[src/rtl/ej7_bist_pkg.sv]
// Shared types, default widths and helpers for the ej7 BIST slice.
package ej7_bist_pkg;

  localparam int unsigned K_DEF      = 4;
  localparam int unsigned K2_DEF     = 3;
  localparam int unsigned NPAIR_DEF  = 3;
  localparam int unsigned SETTLE_DEF = 1;

  typedef enum logic [1:0] {
    S_IDLE   = 2'd0,
    S_SETTLE = 2'd1,
    S_SAMPLE = 2'd2,
    S_DONE   = 2'd3
  } state_t;

  // Counter width able to hold 0..n-1, never narrower than one bit.
  function automatic int unsigned cnt_width(input int unsigned n);
    return (n > 1) ? $clog2(n) : 1;
  endfunction

endpackage

[src/rtl/ej7_vec_gen.sv]
// Stimulus vector counter plus per-vector settle down-counter.
module ej7_vec_gen
  import ej7_bist_pkg::*;
#(
  parameter int unsigned K      = K_DEF,
  parameter int unsigned SETTLE = SETTLE_DEF
) (
  input  logic         clk,
  input  logic         reset,
  input  logic         clr,
  input  logic         inc,
  input  logic         settle_load,
  output logic [K-1:0] vec,
  output logic         last_c,
  output logic         expired_c
);

  localparam int unsigned SW = cnt_width(SETTLE);

  logic [SW-1:0] settle_cnt;

  assign last_c    = (vec == {K{1'b1}});
  assign expired_c = (settle_cnt == '0);

  // Vector counter never wraps; it holds at the last vector.
  always_ff @(posedge clk or negedge reset) begin
    if (!reset) begin
      vec <= '0;
    end else if (clr) begin
      vec <= '0;
    end else if (inc && !last_c) begin
      vec <= vec + K'(1);
    end
  end

  always_ff @(posedge clk or negedge reset) begin
    if (!reset) begin
      settle_cnt <= '0;
    end else if (settle_load) begin
      settle_cnt <= SW'(SETTLE - 1);
    end else if (!expired_c) begin
      settle_cnt <= settle_cnt - SW'(1);
    end
  end

endmodule

[src/rtl/ej7_bist.sv]
// Exhaustive stimulus generator and pairwise response checker for ej7.
module ej7_bist
  import ej7_bist_pkg::*;
#(
  parameter int unsigned K      = K_DEF,
  parameter int unsigned K2     = K2_DEF,
  parameter int unsigned NPAIR  = NPAIR_DEF,
  parameter int unsigned SETTLE = SETTLE_DEF
) (
  input  logic             clk,
  input  logic             reset,
  input  logic             start,
  output logic [K-1:0]     vec,
  output logic [K2-1:0]    vec2,
  input  logic [NPAIR-1:0] resp_a,
  input  logic [NPAIR-1:0] resp_b,
  output logic             busy,
  output logic             done,
  output logic             pass,
  output logic [K:0]       err_count,
  output logic [K-1:0]     fail_vec,
  output logic [NPAIR-1:0] fail_mask
);

  localparam logic [K:0] ERR_MAX = (K+1)'(2**K);
  localparam logic [K:0] LIM2    = (K+1)'(2**K2);

  state_t state, state_nx;

  logic             start_ok_c;
  logic             clr_c;
  logic             inc_c;
  logic             settle_load_c;
  logic             sample_c;
  logic             last_c;
  logic             expired_c;
  logic [NPAIR-1:0] en_c;
  logic [NPAIR-1:0] mm_c;

  ej7_vec_gen #(
    .K      (K),
    .SETTLE (SETTLE)
  ) u_vec_gen (
    .clk         (clk),
    .reset       (reset),
    .clr         (clr_c),
    .inc         (inc_c),
    .settle_load (settle_load_c),
    .vec         (vec),
    .last_c      (last_c),
    .expired_c   (expired_c)
  );

  assign vec2       = vec[K2-1:0];
  assign start_ok_c = start && !busy;

  // The circuit-2 pair only has meaning while vec fits in K2 bits.
  always_comb begin
    en_c            = '1;
    en_c[NPAIR-1]   = ({1'b0, vec} < LIM2);
    mm_c            = (resp_a ^ resp_b) & en_c;
  end

  always_ff @(posedge clk or negedge reset) begin
    if (!reset) begin
      state <= S_IDLE;
    end else begin
      state <= state_nx;
    end
  end

  always_comb begin
    state_nx = state;
    case (state)
      S_IDLE:   if (start_ok_c) state_nx = S_SETTLE;
      S_SETTLE: if (expired_c)  state_nx = S_SAMPLE;
      S_SAMPLE: state_nx = last_c ? S_DONE : S_SETTLE;
      S_DONE:   if (start_ok_c) state_nx = S_SETTLE;
      default:  state_nx = S_IDLE;
    endcase
  end

  always_comb begin
    clr_c         = 1'b0;
    inc_c         = 1'b0;
    sample_c      = 1'b0;
    settle_load_c = (state_nx == S_SETTLE) && (state != S_SETTLE);
    case (state)
      S_IDLE, S_DONE: clr_c = start_ok_c;
      S_SAMPLE: begin
        inc_c    = 1'b1;
        sample_c = 1'b1;
      end
      default: ;
    endcase
  end

  // Result registers; status flags settle one cycle after DONE is entered.
  always_ff @(posedge clk or negedge reset) begin
    if (!reset) begin
      busy      <= 1'b0;
      done      <= 1'b0;
      pass      <= 1'b0;
      err_count <= '0;
      fail_vec  <= '0;
      fail_mask <= '0;
    end else if (clr_c) begin
      busy      <= 1'b1;
      done      <= 1'b0;
      pass      <= 1'b0;
      err_count <= '0;
      fail_vec  <= '0;
      fail_mask <= '0;
    end else begin
      if (sample_c && (mm_c != '0)) begin
        if (err_count != ERR_MAX) begin
          err_count <= err_count + (K+1)'(1);
        end
        if (err_count == '0) begin
          fail_vec  <= vec;
          fail_mask <= mm_c;
        end
      end
      if ((state == S_DONE) && busy) begin
        busy <= 1'b0;
        done <= 1'b1;
        pass <= (err_count == '0);
      end
    end
  end

endmodule

[config.mk]
export PLATFORM = sky130hd
export DESIGN_NAME = ej7_bist
export DESIGN_NICKNAME = d
export VERILOG_FILES = /design/src/rtl/ej7_bist_pkg.sv /design/src/rtl/ej7_vec_gen.sv /design/src/rtl/ej7_bist.sv
export SDC_FILE = /design/constraint.sdc
export NUM_CORES = 1
export LEC_CHECK = 0
export ABC_AREA = 1
export CAP_MARGIN = 10
export CORE_MARGIN = 4
export CORE_UTILIZATION = 48
export CTS_CLUSTER_DIAMETER = 50
export DETAILED_ROUTE_END_ITERATION = 7
export PLACE_DENSITY = 0.78
export SKIP_CTS_REPAIR_TIMING = 1
export SYNTH_ARGS = -nofsm -noshare
export SYNTH_HDL_FRONTEND = slang
export SYNTH_SLANG_ARGS = --single-unit
export TNS_END_PERCENT = 50
[constraint.sdc]
create_clock -name clk -period 1.6 [get_ports clk]
set_input_delay 0.32 -clock clk [delete_from_list [all_inputs] [get_ports clk]]
set_output_delay 0.32 -clock clk [all_outputs]
set_load 0.05 [all_outputs]
==> out/results.tsv, run 1 <==
stage	metric	value	unit
floorplanning	io-pin-count	31	
place	port_buffers	30	
grt	grt_pass1_wl	4760	um
logic_synthesis	ys_types	20	
timing	hold_viol_final	0	
logic_synthesis	synthTopCellsByCount	nand2_1, inv_1, dfrtp_1, nand3_1, a21oi_1	
worst_setup_path	path_cells	inv_1 > ha_1 > nand3_2 > buf_4 > nand2_1 > inv_1 > nand2_1 > nand2_1	
drt	first_iter_violations	17	
clocking	htree_levels	1	
drt	post_drt_via_cell_ratio	5.00	
grt	grt_max_degree	22	
timing	final.period_utilization	0.906	
run_status	outcome	finished clean	
grt	grt_pass1_vias	1103	
floorplanning	start_util	0.502	
drt	drtPass1Iterations	4	
place	gp_congestion	0.791	
final_layout	finalInstanceArea	1730	um^2
logic_synthesis	synth.top_cell.area_share	0.427	
floorplanning	row_count	18	
final_layout	fin_nets	203	
logic_synthesis	ys_top_cells_by_area	dfrtp_1, nand2_1, nand3_1	
worst_setup_path	path_class	flop to flop	
drt	wl_per_cell	12.5	um
worst_setup_path	cp_max_fo	14	
final_layout	drive_gt1_frac	0.257	
worst_setup_path	max_stage_delay	0.42	ns
logic_synthesis	netlist_area	1230	um^2
clocking	cts.sinks	21	
clocking	clockBufferDepth	2	
timing	rsz0062_at_grt	no	
timing	finClkSkew	0.0119	ns
worst_setup_path	crit_required	1.80	ns
logic_synthesis	synth_area_per_cell	8.21	um^2
logic_synthesis	yosys_register_bits	21	
grt	antenna_found_initial	0	
place	place_hpwl	2120	um
timing	finalMaxSlewViolations	0	
drt	vias	1086	
worst_setup_path	r2r_cells	8	
worst_setup_path	reg2reg_from	state[0]	
logic_synthesis	syn_nets	165	
final_layout	antenna-diode-count	0	
floorplanning	die_w	58.6	um
logic_synthesis	yosys_warnings	0	
drt	post-route-drc-count	0	
logic_synthesis	yosysTopAreaCell	dfrtp_1	
final_layout	synthToLayoutAreaGrowth	40.1	%
logic_synthesis	async_reset_ff_frac	1.00	
logic_synthesis	ys.flop_type	dfrtp_1	
grt	track_usage	0.181	
logic_synthesis	yosysMostFrequentCell	nand2_1	
timing	fin_tns_setup	0	ns
clocking	tritoncts	done	
clocking	cts_made_buffers	3	
logic_synthesis	ys_seq_area_frac	0.427	
job	maxCapViolCount	0	
logic_synthesis	synth_cells	150	
final_layout	multi_input_area	567	um^2
worst_setup_path	path_buf_inv	3	
place	postPlaceCellArea	1700	um^2
hold_path	hp-class	input pin to asynchronous set/reset pin	
drt	postRouteAntennaNets	0	
clocking	cts-root-buf	clkbuf_4	
worst_setup_path	cp-start-kind	flop	
grt	grt_overflow	0	
worst_setup_path	r2r_end	fail_vec[0]	
power_and_ir_drop	p_total	3.89	mW
final_layout	ff_latch_area	526	um^2
timing	tightest_slew	0.323	ns
power_and_ir_drop	p_leak	0.943	nW
power_and_ir_drop	power_density	2260	nW/um^2
clocking	clk_latency	0.31	ns
power_and_ir_drop	peakVddDrop	0.00152	V
floorplanning	die_area	3440	um^2
logic_synthesis	synth_edf_count	0	
worst_setup_path	crit_path_frequent_cell	nand2_1	
floorplanning	dieHeight	58.6	um
worst_setup_path	crit_path_top_delay_cell	dfrtp_1	
drt	postRouteWirelength	2720	um
timing	fmax	690	MHz
worst_setup_path	cp.arrival	1.65	ns
clocking	clk_pin_slew	0.12	ns
worst_setup_path	reg2reg_slack	0.15	ns
final_layout	fillerInstances	191	
floorplanning	core	2450	um^2
timing	finalSetupViolCount	0	
timing	fin_crit	1.45	ns
worst_setup_path	cp_top_family	flip-flops	
timing	slew_headroom	0.785	
worst_setup_path	endpoint_kind	flop	
[per-layer routing]
layer	up-vias	GRT usage	share of wire
met4	0	0.0583	0.016
met2	30	0.337	0.54
met5	-	0	0
li1	547	-	-
met3	6	0.0373	0.047
met1	503	0.205	0.39
[stage by stage]
stage	worst slack, ns	hold WS, ns	cells	utilization
floorplan	0.0785	0.0244	150	-
finish	0.151	0.336	217	0.703
global placement	0.108	0.483	213	0.692
global route	0.0361	0.349	217	0.703
detailed placement	0.0296	0.494	213	0.692
CTS	0.147	0.337	217	0.703
[cells by family (layout without fill, tap and decap cells)]
| family | after synthesis | in the layout | share of synthesized area |
|---|---|---|---|
| compound gates | 14 | 14 | 0.0569 |
| fa+ha+maj | 6 | 6 | 0.0610 |
| xor+xnor | 3 | 3 | 0.0213 |
| buf+inv | 32 | 69 | 0.113 |
| flops | 21 | 21 | 0.427 |
| simple gates | 74 | 74 | 0.321 |
[cell usage in the layout (no fill, tap or decap)]
cell             synthesis  routed
nand2_1                 34      34
inv_1                   23      23
dfrtp_1                 21      21
nand3_1                 20      20
buf_4                    5      17
buf_12                   0      13
clkdlybuf4s50_1          0       8
a21oi_1                  7       7
o21ai_0                  6       6
ha_1                     6       6
nand3_2                  4       4
inv_2                    4       4
nand3b_1                 4       4
nor2_1                   4       4
clkbuf_4                 0       3
nor2_4                   2       2
nand3_4                  2       2
nand2_2                  2       2
xor2_1                   2       2
nand4_1                  1       1
xnor2_1                  1       1
nor2_2                   1       1
o21ai_1                  1       1
clkbuf_1                 0       1
[worst register-to-register path, stage by stage (launching register included)]
cell and delay (ns):
dfrtp_1 0.42, inv_1 0.06, ha_1 0.32, nand3_2 0.11
buf_4 0.19, nand2_1 0.08, inv_1 0.04, nand2_1 0.06
nand2_1 0.06
[worst max-delay path by stage]
stage	startpoint	end	cells after the start
floorplan	err_count[0]	fail_vec[2]	8
finish	state[0]	fail_vec[0]	8
global route	state[0]	u_vec_gen.vec[0]	6
CTS	state[0]	fail_vec[0]	8
detailed placement	resp_b[1]	err_count[1]	8
global placement	resp_a[1]	err_count[3]	8
[report_power, final]
part | internal [mW] | switching [mW] | total (mW)
clock | 0.0974 | 0.167 | 0.265
sequential | 0.746 | 0.211 | 0.957
combinational | 1.05 | 1.63 | 2.67
[state kept, by name, summed over array words and instances (netlist names)]
register,cells
busy,1
state,2
fail_mask,3
err_count,5
fail_vec,4
done,1
pass,1
u_vec_gen.vec,4
[layout make-up]
| cell class | instances | area share |
|---|---|---|
| multi-input combinational | 97 | 0.329 |
| tap | 30 | 0.0218 |
| sequential | 21 | 0.305 |
| inverter | 27 | 0.0587 |
| timing repair buffer | 38 | 0.271 |
| clock buffer | 4 | 0.0152 |
No activity file was read; power rests on OpenSTA's default activity.
==> inputs of run 2 (changes only) <==
--- a/config.mk
+++ b/config.mk
@@ -8,10 +8,11 @@
 export ABC_AREA = 1
 export CAP_MARGIN = 10
 export CORE_MARGIN = 4
-export CORE_UTILIZATION = 48
+export CORE_UTILIZATION = 50
+export CTS_BUF_LIST = sky130_fd_sc_hd__clkbuf_8
 export CTS_CLUSTER_DIAMETER = 50
 export DETAILED_ROUTE_END_ITERATION = 7
-export PLACE_DENSITY = 0.78
+export PLACE_DENSITY = 0.88
 export SKIP_CTS_REPAIR_TIMING = 1
 export SYNTH_ARGS = -nofsm -noshare
 export SYNTH_HDL_FRONTEND = slang
==> run 2 against run 1 <==
Clock power rose by 32%; final cell count down 2.3%; sequential power is 2% higher; register-to-register slack hardly changed; wire length is 1.2% higher; combinational power hardly changed; via count rose by 3.4%; core utilization up 5.9 points; flip-flop and latch count unchanged; worst hold slack improved by 0.073 ns; setup slack better by 0.0076 ns; first-iteration DRC count is 59% lower; largest cell class unchanged; highest routed layer unchanged.
==> out/results.tsv, run 2 (synthesized netlist as in run 1, its figures left out) <==
stage	metric	value	unit
run_status	outcome	finished clean	
power_and_ir_drop	switching_share	0.507	
place	gp_congestion	0.816	
worst_setup_path	r2r_end	fail_vec[2]	
final_layout	fillerInstances	166	
clocking	cts_made_buffers	3	
final_layout	final_cell_mix	nand2_1, inv_1, dfrtp_1	
worst_setup_path	path_class	flop to flop	
worst_setup_path	crit_required	1.81	ns
power_and_ir_drop	p_int	1.95	mW
worst_setup_path	cp.arrival	1.65	ns
timing	slew_headroom	0.737	
timing	finalSetupViolCount	0	
drt	vias	1123	
clocking	cts.sinks	21	
hold_path	hp-class	input pin to asynchronous set/reset pin	
floorplanning	core	2280	um^2
grt	grt_max_degree	26	
floorplanning	dieHeight	57.6	um
grt	antenna_found_initial	0	
final_layout	regMostFlops	err_count	
power_and_ir_drop	p_leak	0.945	nW
worst_setup_path	cp-start-kind	flop	
grt	grt_pass1_wl	4710	um
drt	post-route-drc-count	0	
grt	track_usage	0.179	
timing	fin_tns_setup	0	ns
worst_setup_path	cp_max_fo	5	
worst_setup_path	reg2reg_from	state[0]	
timing	final.setup.worst_slack	0.159	ns
worst_setup_path	endpoint_kind	flop	
timing	hold_viol_final	0	
floorplanning	start_util	0.541	
place	place_ws	0.0160	ns
drt	wl_per_cell	13.0	um
worst_setup_path	reg2reg_slack	0.16	ns
place	postPlaceCellArea	1690	um^2
floorplanning	row_count	17	
drt	postRouteAntennaNets	0	
final_layout	fin_nets	200	
power_and_ir_drop	p_sw	2.01	mW
drt	first_iter_violations	7	
timing	tightest_slew	0.395	ns
final_layout	largest_reg_flops	5	
final_layout	top_regs	err_count: 5 flops, fail_vec: 4 flops, u_vec_gen.vec: 4 flops	
final_layout	drive_gt1_frac	0.250	
clocking	htree_levels	1	
place	port_buffers	30	
grt	grt_pass1_vias	1141	
timing	fmax	694	MHz
floorplanning	io-pin-count	31	
job	maxCapViolCount	0	
power_and_ir_drop	power_density	2290	nW/um^2
final_layout	synthToLayoutAreaGrowth	40.8	%
floorplanning	die_area	3320	um^2
clocking	clk_latency	0.26	ns
clocking	clockBufferDepth	2	
final_layout	antenna-diode-count	0	
final_layout	layout_commonest_cell	nand2_1	
worst_setup_path	r2r_cells	7	
timing	final.period_utilization	0.901	
clocking	cts-root-buf	clkbuf_8	
drt	postRouteWirelength	2760	um
timing	rsz0062_at_grt	no	
clocking	tritoncts	done	
final_layout	finalInstanceArea	1730	um^2
power_and_ir_drop	seqPwrFrac	0.246	
timing	finalMaxSlewViolations	0	
drt	post_drt_via_cell_ratio	5.30	
timing	fin_crit	1.44	ns
timing	finClkSkew	0.00657	ns
drt	drtPass1Iterations	4	
grt	grt_overflow	0	
power_and_ir_drop	peakVddDrop	0.00164	V
power_and_ir_drop	p_clk_frac	0.089	
clocking	clk_pin_slew	0.08	ns
place	place_hpwl	2130	um
floorplanning	die_w	57.6	um
power_and_ir_drop	p_comb_frac	0.665	
[run 2: through the flow]
step	utilization	cells	hold WS, ns	power, mW
global route	0.761	212	0.430	4.21
CTS	0.761	212	0.415	3.99
global placement	0.741	208	0.486	3.53
floorplan	-	150	0.0244	2.61
finish	0.761	212	0.409	3.96
detailed placement	0.741	208	0.495	3.63
[run 2: worst max path at each step]
stage / endpoint / depth (start not counted) / slack (ns) / startpoint
final: fail_vec[2] / 7 / 0.16 / state[0]
after global routing: u_vec_gen.vec[1] / 6 / 0.04 / state[0]
after floorplan: fail_vec[2] / 8 / 0.08 / err_count[0]
after detailed placement: fail_vec[2] / 9 / 0.02 / resp_a[2]
after global placement: fail_vec[2] / 9 / 0.10 / resp_a[2]
after CTS: fail_vec[2] / 7 / 0.15 / state[0]
[run 2: final cells by class]
type                            count  area (um^2)  share of cell area
Inverter                           27          101              0.0585
Clock inverter                      1         5.00             0.00289
Tap cell                           28         35.0              0.0202
Sequential cell                    21          526               0.303
Clock buffer                        3         41.3              0.0238
Multi-Input combinational cell     97          567               0.327
Timing Repair Buffer               35          458               0.264
[run 2: critical path, cell delays in order, from the launching register on]
cell and delay, ns:
dfrtp_1 0.40, inv_1 0.06, ha_1 0.34, nand3_2 0.13, inv_1 0.11, nor2_4 0.17, nand3_1 0.10, nand2_1 0.09
[run 2: power groups by stage]
stage	Combinational, mW	Sequential [mW]	Clock, mW
finish	2.64	0.976	0.351
global route	2.82	1.01	0.379
CTS	2.66	0.976	0.355
detailed placement	2.65	0.986	0
global placement	2.57	0.966	0
floorplan	1.02	1.59	0
[run 2: routing by layer]
metal / part of all wire / GRT usage / wire, um
met3: 0.058 / 0.0423 / 159
met5: 0 / 0 / 0
met4: 0.017 / 0.0695 / 48
met2: 0.53 / 0.335 / 1460
met1: 0.39 / 0.192 / 1080
==> inputs of run 3 (changes only) <==
--- a/config.mk
+++ b/config.mk
@@ -8,11 +8,10 @@
 export ABC_AREA = 1
 export CAP_MARGIN = 10
 export CORE_MARGIN = 4
-export CORE_UTILIZATION = 50
-export CTS_BUF_LIST = sky130_fd_sc_hd__clkbuf_8
+export CORE_UTILIZATION = 48
 export CTS_CLUSTER_DIAMETER = 50
 export DETAILED_ROUTE_END_ITERATION = 7
-export PLACE_DENSITY = 0.88
+export PLACE_DENSITY = 0.85
 export SKIP_CTS_REPAIR_TIMING = 1
 export SYNTH_ARGS = -nofsm -noshare
 export SYNTH_HDL_FRONTEND = slang
==> run 3 against run 2 <==
Combinational power up 2%; register-to-register slack worse by 0.04 ns; largest cell class unchanged; global-route usage fell by 0.43 points; via count decreased by 2.4%; core utilization down 5.7 points; critical endpoint is now fail_vec[3].
==> out/results.tsv, run 3 (synthesized netlist as in run 1, its figures left out) <==
stage	metric	value	unit
run_status	outcome	finished clean	
final_layout	fin_nets	202	
worst_setup_path	endpoint_kind	flop	
drt	vias	1096	
drt	drtPass1Iterations	5	
grt	grt_max_degree	26	
clocking	cts.sinks	21	
power_and_ir_drop	p_total	3.91	mW
place	dp.cells	212	
timing	finalMaxSlewViolations	0	
grt	track_usage	0.175	
worst_setup_path	cp-start-kind	flop	
drt	post-route-drc-count	0	
power_and_ir_drop	peakVddDrop	0.00179	V
drt	first_iter_violations	18	
worst_setup_path	cp_max_fo	5	
place	postPlaceCellArea	1700	um^2
drt	postRouteWirelength	2680	um
worst_setup_path	r2r_end	fail_vec[3]	
final_layout	largest_reg_flops	5	
grt	grt_pass1_vias	1079	
timing	whs	0.345	ns
timing	rsz0062_at_grt	no	
worst_setup_path	path_class	flop to flop	
power_and_ir_drop	power_density	2260	nW/um^2
clocking	htree_levels	1	
final_layout	final_cell_mix	nand2_1, inv_1, dfrtp_1	
final_layout	finalInstanceArea	1730	um^2
timing	finalSetupViolCount	0	
floorplanning	row_count	18	
final_layout	final_core_util	0.705	
drt	postRouteAntennaNets	0	
worst_setup_path	r2r_cells	7	
worst_setup_path	reg2reg_slack	0.12	ns
timing	final.setup.worst_slack	0.118	ns
timing	fmax	675	MHz
clocking	clk_latency	0.30	ns
worst_setup_path	reg2reg_from	state[0]	
final_layout	drive_gt1_frac	0.253	
final_layout	layout_commonest_cell	nand2_1	
timing	final.period_utilization	0.926	
final_layout	fin_cells	216	
place	place_hpwl	2110	um
final_layout	regMostFlops	err_count	
final_layout	synthToLayoutAreaGrowth	40.5	%
worst_setup_path	cp.arrival	1.74	ns
floorplanning	dieHeight	58.6	um
worst_setup_path	crit_required	1.85	ns
clocking	clockBufferDepth	2	
drt	post_drt_via_cell_ratio	5.07	
floorplanning	die_area	3440	um^2
place	place_ws	0.00726	ns
timing	hold_viol_final	0	
timing	slew_headroom	0.775	
hold_path	hp-class	input pin to asynchronous set/reset pin	
final_layout	top_regs	err_count: 5 flops, fail_vec: 4 flops, u_vec_gen.vec: 4 flops	
grt	antenna_found_initial	0	
timing	fin_crit	1.48	ns
place	port_buffers	30	
final_layout	antenna-diode-count	0	
place	gp_congestion	0.808	
floorplanning	core	2450	um^2
drt	wl_per_cell	12.4	um
timing	finClkSkew	0.00152	ns
clocking	cts-root-buf	clkbuf_4	
floorplanning	io-pin-count	31	
grt	grt_pass1_wl	4710	um
clocking	tritoncts	done	
clocking	cts_made_buffers	3	
timing	tightest_slew	0.337	ns
floorplanning	start_util	0.502	
clocking	clk_pin_slew	0.12	ns
job	maxCapViolCount	0	
timing	fin_tns_setup	0	ns
floorplanning	die_w	58.6	um
power_and_ir_drop	p_leak	0.945	nW
grt	grt_overflow	0	
run 3: layout make-up:
class	instances	area [um^2]
Fill cell	191	724
Multi-Input combinational cell	97	567
Sequential cell	21	526
Timing Repair Buffer	37	473
Inverter	27	101
Tap cell	30	37.5
Clock buffer	4	26.3
run 3: layer usage:
metal | wire length (um) | vias to the layer above | share of wire | global-route usage
met5 | 0 | - | 0 | 0
met2 | 1450 | 34 | 0.54 | 0.311
met3 | 167 | 4 | 0.062 | 0.0439
met4 | 39 | 0 | 0.015 | 0.0518
met1 | 1030 | 515 | 0.38 | 0.208
li1 | - | 543 | - | -
run 3: critical path: stages (launching register included):
cell and delay, ns:
dfrtp_1 0.42, inv_1 0.06, ha_1 0.34, nand3_2 0.13, inv_1 0.11, nor2_4 0.18, nand3_1 0.11, nand2_1 0.08
run 3: how the worst max path moves through the flow:
stage | endpoint | slack [ns] | startpoint
after CTS | fail_vec[3] | 0.13 | state[0]
after floorplan | fail_vec[2] | 0.08 | err_count[0]
after global routing | fail_mask[2] | 0.05 | state[0]
after detailed placement | fail_mask[2] | 0.007 | resp_a[0]
final | fail_vec[3] | 0.12 | state[0]
after global placement | fail_mask[2] | 0.09 | resp_a[0]
run 3: report_power, final:
| part | switching [mW] | internal, mW |
|---|---|---|
| clock | 0.163 | 0.0973 |
| combinational | 1.64 | 1.06 |
| sequential | 0.208 | 0.746 |
| total | 2.01 | 1.90 |
